<file path="src/rtl/mac_drain.sv">
`default_nettype none
// ============================================================================
// Module   : mac_drain
// Brief    : Freezes a MAC row for one cycle, snapshots and clears its sums,
//            then streams the snapshot out one sum per valid/ready beat.
//            Optional checksum beat enabled by MAC_DRAIN_CHECKSUM_EN.
// Revision : 1.0 - initial release
// ============================================================================
module mac_drain #(
    parameter int NUM_MACS  = 4,
    parameter int SUM_WIDTH = 8
) (
    input  logic                          clk,
    input  logic                          rst_n,
    input  logic                          start,
    input  logic [NUM_MACS*SUM_WIDTH-1:0] sums,
    output logic                          mac_hold,
    output logic                          mac_clr,
    output logic [SUM_WIDTH-1:0]          out_data,
    output logic                          out_valid,
    input  logic                          out_ready,
    output logic                          out_last,
    output logic                          busy
);

`ifdef MAC_DRAIN_CHECKSUM_EN
    localparam int c_BEATS = NUM_MACS + 1;
`else
    localparam int c_BEATS = NUM_MACS;
`endif
    localparam int                 c_IDX_W    = $clog2(c_BEATS);
    localparam logic [c_IDX_W-1:0] c_LAST_IDX = c_IDX_W'(c_BEATS - 1);

    localparam logic [1:0] S_IDLE    = 2'd0;
    localparam logic [1:0] S_CAPTURE = 2'd1;
    localparam logic [1:0] S_SEND    = 2'd2;

    logic [1:0]           r_state;
    logic [c_IDX_W-1:0]   r_idx;
    logic [SUM_WIDTH-1:0] r_shadow [NUM_MACS];
    logic                 r_mac_hold;
    logic                 r_mac_clr;
    logic [SUM_WIDTH-1:0] r_out_data;
    logic                 r_out_valid;
    logic                 r_out_last;
    logic                 r_busy;

    logic [c_IDX_W-1:0]   w_idx_next;
    logic [SUM_WIDTH-1:0] w_next_data;
    logic                 w_next_last;

    assign w_idx_next  = r_idx + 1'b1;
    assign w_next_last = (w_idx_next == c_LAST_IDX);

`ifdef MAC_DRAIN_CHECKSUM_EN
    logic [SUM_WIDTH-1:0] w_checksum;

    // Modular sum over the frozen snapshot, never the live accumulators.
    always_comb begin
        w_checksum = '0;
        for (int i = 0; i < NUM_MACS; i++) begin
            w_checksum = w_checksum + r_shadow[i];
        end
    end
`endif

    // Data for the beat following the current one.
    always_comb begin
        w_next_data = '0;
        for (int i = 0; i < NUM_MACS; i++) begin
            if (w_idx_next == c_IDX_W'(i)) begin
                w_next_data = r_shadow[i];
            end
        end
`ifdef MAC_DRAIN_CHECKSUM_EN
        if (w_idx_next == c_IDX_W'(NUM_MACS)) begin
            w_next_data = w_checksum;
        end
`endif
    end

    always_ff @(posedge clk or negedge rst_n) begin
        if (!rst_n) begin
            r_state     <= S_IDLE;
            r_idx       <= '0;
            r_mac_hold  <= 1'b0;
            r_mac_clr   <= 1'b0;
            r_out_data  <= '0;
            r_out_valid <= 1'b0;
            r_out_last  <= 1'b0;
            r_busy      <= 1'b0;
            for (int i = 0; i < NUM_MACS; i++) begin
                r_shadow[i] <= '0;
            end
        end else begin
            case (r_state)
                S_IDLE: begin
                    if (start) begin
                        r_state    <= S_CAPTURE;
                        r_mac_hold <= 1'b1;
                        r_mac_clr  <= 1'b1;
                        r_busy     <= 1'b1;
                    end
                end
                S_CAPTURE: begin
                    for (int i = 0; i < NUM_MACS; i++) begin
                        r_shadow[i] <= sums[i*SUM_WIDTH +: SUM_WIDTH];
                    end
                    // First beat comes straight from the sums being captured.
                    r_idx       <= '0;
                    r_state     <= S_SEND;
                    r_mac_hold  <= 1'b0;
                    r_mac_clr   <= 1'b0;
                    r_out_valid <= 1'b1;
                    r_out_data  <= sums[0 +: SUM_WIDTH];
                    r_out_last  <= 1'b0;
                end
                S_SEND: begin
                    if (out_ready) begin
                        if (r_idx == c_LAST_IDX) begin
                            r_state     <= S_IDLE;
                            r_idx       <= '0;
                            r_out_valid <= 1'b0;
                            r_out_last  <= 1'b0;
                            r_out_data  <= '0;
                            r_busy      <= 1'b0;
                        end else begin
                            r_idx      <= w_idx_next;
                            r_out_data <= w_next_data;
                            r_out_last <= w_next_last;
                        end
                    end
                end
                default: begin
                    r_state     <= S_IDLE;
                    r_idx       <= '0;
                    r_mac_hold  <= 1'b0;
                    r_mac_clr   <= 1'b0;
                    r_out_valid <= 1'b0;
                    r_out_last  <= 1'b0;
                    r_busy      <= 1'b0;
                end
            endcase
        end
    end

    assign mac_hold  = r_mac_hold;
    assign mac_clr   = r_mac_clr;
    assign out_data  = r_out_data;
    assign out_valid = r_out_valid;
    assign out_last  = r_out_last;
    assign busy      = r_busy;

endmodule
`default_nettype wire

</file>
<file path="config.mk">
export PLATFORM = sky130hd
export DESIGN_NAME = mac_drain
export DESIGN_NICKNAME = d
export VERILOG_FILES = /design/src/rtl/mac_drain.sv
export SDC_FILE = /design/constraint.sdc
export NUM_CORES = 1
export LEC_CHECK = 0
export ABC_AREA = 1
export BUFFER_PORTS_ARGS = -buffer_cell sky130_fd_sc_hd__buf_4
export CAP_MARGIN = 20
export CORE_ASPECT_RATIO = 0.5
export CORE_MARGIN = 2
export CORE_UTILIZATION = 54
export CTS_BUF_LIST = sky130_fd_sc_hd__clkbuf_16
export DETAILED_ROUTE_END_ITERATION = 8
export PLACE_DENSITY = 0.79
export SYNTH_ARGS = -nofsm -noshare
export SYNTH_HDL_FRONTEND = slang
export SYNTH_SLANG_ARGS = --single-unit
</file>
<file path="constraint.sdc">
create_clock -name clk -period 1.76 [get_ports clk]
set_clock_uncertainty 0.2 [all_clocks]
set_input_delay 0 -clock clk [delete_from_list [all_inputs] [get_ports clk]]
set_output_delay 0 -clock clk [all_outputs]
set_load 0.05 [all_outputs]
</file>
==> run metrics <==
top cell type by total area after synthesis=dfrtp_1; Sw Ratio=42.2%; initial antenna violation count=0; most common cell after layout, fill and taps aside=buf_4; num rows=16; FF+latch count, synth=48; reg-to-reg slack, setup=roughly 0.11 ns; Least-Margin Pin Slew=roughly 0.6 ns; Pins Over Slew Limit=0; largest stage delay on the critical path=about 0.4 ns; worst path cell trace=inv_1, ha_1, inv_1, nand3_1, nand2_1, nand2_1, a21oi_1; CTS Sinks=between 40 and 50; Core Area=between 4000 and 5000 um^2; total wire length=5.93 mm; r2r endpoint=out_data[4]; DRC errors left=0; Startpoint Class=flip-flop; share of layout cells above drive strength 1=between 20 and 30%; via count=1994; post-route clock period utilization=approximately 94%; Global Route Usage Sum=approximately a quarter; Clk Latency, worst-skew pair=0.29 ns; Pint=3380 uW; relative slew slack=approximately 60%; Post-synth EDFFs=0; status=complete, no violations; Synth Instances=about 250; die area=4960 um^2; hpwl dp=slightly below 4 mm; top layer reached by signal wires=met4; routed wl met2=about 2.8 mm; Die Width=~100 um; Synth cell types=20; top cell type's share of synthesized area=about half; root buf cell=clkbuf_16; Layout fillers=261; CP Class=reg2reg; IO Pins=49; Logic pwr share=49.7%; CP required=~1.8 ns; RSZ-0062 raised after global routing=false; P_sw=approximately 2500 uW; first-pass GRT wire length=around 9.7 mm; wl on met1=2.64 mm; Hold Path Class=in2async; Seq/Total Area, Yosys=between 50% and 60%; CP endpoint=out_data[4]; clock buffer count from CTS=5; power consumption=about 6000 uW; Reg2Reg Depth=7; Starting DRT DRC Count=around 110; critical path launch point=r_idx[1]; grt ovf=0; antenna cell count=0; ys async rst share=100%; highest-count cells in the layout ignoring fill and taps=buf_4 (54), nand2_1 (52), dfrtp_1 (48), dlygate4sd3_1 (35), nor2_1 (33); Mapped Avg Cell Area=just under 10 um^2; pwr/cell area=1790 nW/um^2; # Post-CTS Setup Buffers=0; Worst Path Max Fanout=8; CTS max path bufs=2; # port buffers=48; vias per cell=between 5 and 6; Die Height=~51 um; Mapped Area=approximately 2400 um^2; Final setup viols=0; Final min period=between 1.5 and 2 ns; Fmax achieved=between 600 and 700 MHz; total negative setup slack=0 ns; Initial Util=between 50% and 60%; Final Hold Fails=0; Avg WL per Cell=between 15 and 20 um; Worst EP arrival=1.66 ns; largest net degree at the start of global routing=just under 50; Pleak=0.00169 uW; Reg2Reg Launch Point=r_idx[1]; Clock transition at path regs=0.07 ns; DR pass1 iterations=4; Clk pwr share=roughly 16%; number of global-route vias before repair=around 2000; Synth area leaders=dfrtp_1 (51%), mux2_4 (14%), nand2_1 (8.3%); Synthesized Nets=~290; Placer Congestion=between 0.8 and 0.9; Routed Antenna Nets=0; Layout Area Growth over Synthesis=38.2%; Hold Slack=between 0.04 and 0.05 ns; met3 WL=slightly below 400 um; worst vdd ir=around 1.0 mV; CTS tree=done; Max Cap Viol=0; Seq pwr share=34.7%; final-stage net count=372; Ys Warns=0; crit path max-delay cell type=dfrtp_1; Main synth FF type=dfrtp_1; H-tree lvl count=2; kind of end point of the critical path=flip-flop
-- cells by family after synthesis --
family	Yosys count	synth area share, %
AOI/OAI and AO/OA	37	7.88
adders and majority gates	5	2.65
DFF	48	50.8
and+or+nand+nor	99	16.7
buffers and inverters	32	7.09
muxes	24	14.9
-- synthesized netlist by cell type (2+ instances only) --
master and count:
a21oi_1 25, buf_2 5, buf_6 5, dfrtp_1 48
ha_1 5, inv_1 18, mux2_2 2, mux2_4 22
nand2_1 52, nand2_2 2, nand3_1 10, nor2_1 33
o21ai_0 11
-- repair_timing --
action / 4_1_cts / 5_1_grt
endpoints found under the setup margin: 0 / 4
hold buffers: 35 / 0
gates resized for setup: 0 / 4
hold endpoints to repair: 96 / 0
-- worst min path at each step --
stage	startpoint	endpoint	slack, ns	depth (start not counted)
5_1_grt	rst_n	mac_clr	0.14	2
4_1_cts	rst_n	busy	0.09	2
3_3_place_gp	rst_n	mac_clr	-0.16	1
3_5_place_dp	rst_n	busy	-0.15	1
6_report	rst_n	busy	0.05	2
2_1_floorplan	rst_n	busy	-0.50	0
-- sequential cells by signal, summed over array words and instances (netlist names) --
| register | flops |
|---|---|
| out_valid | 1 |
| out_last | 1 |
| r_state | 2 |
| out_data | 8 |
| r_shadow | 32 |
| busy | 1 |
| r_idx | 2 |
| mac_clr | 1 |
-- layout make-up --
| cell class | instances | area [um^2] | share of cell area (%) |
|---|---|---|---|
| inverter | 20 | 78.8 | 2.41 |
| multi-input combinational | 165 | 1000 | 30.6 |
| sequential | 48 | 1200 | 36.8 |
| clock buffer | 5 | 125 | 3.83 |
| clock inverter | 3 | 13.8 | 0.421 |
| tap | 54 | 67.6 | 2.07 |
| timing repair buffer | 90 | 776 | 23.7 |
| timing repair inverter | 1 | 5.00 | 0.153 |
-- routing by layer --
layer	track usage (%)	up-vias
met1	35.0	950
met4	7.41	0
met5	0	-
met2	43.1	77
li1	-	960
met3	5.57	7
-- stage by stage --
step	utilization (%)	cell area (um^2)	setup WS (ns)	instances
global placement	68.4	2770	0.216	342
floorplan	-	2360	0.201	245
global route	80.8	3270	0.00691	386
CTS	80.5	3250	0.115	385
detailed placement	68.4	2770	0.123	342
finish	80.8	3270	0.111	386
-- critical path, delay by kind of cell, from the launching register on --
family	cells	cell delay, ns
flip-flops	1	0.41
buffers and inverters	2	0.31
AND/OR/NAND/NOR	3	0.31
adder cells (fa/ha/maj)	1	0.20
AO/OA/AOI/OAI	1	0.13
-- power by group through the flow --
stage | clock network (uW) | logic (uW) | registers (uW)
4_1_cts | 930 | 2850 | 2010
5_1_grt | 983 | 3140 | 2080
2_1_floorplan | 0 | 1630 | 2380
3_3_place_gp | 0 | 2670 | 2000
3_5_place_dp | 0 | 2770 | 2020
6_report | 913 | 2900 | 2030
Note: power is estimated with default switching activity, not from simulation.
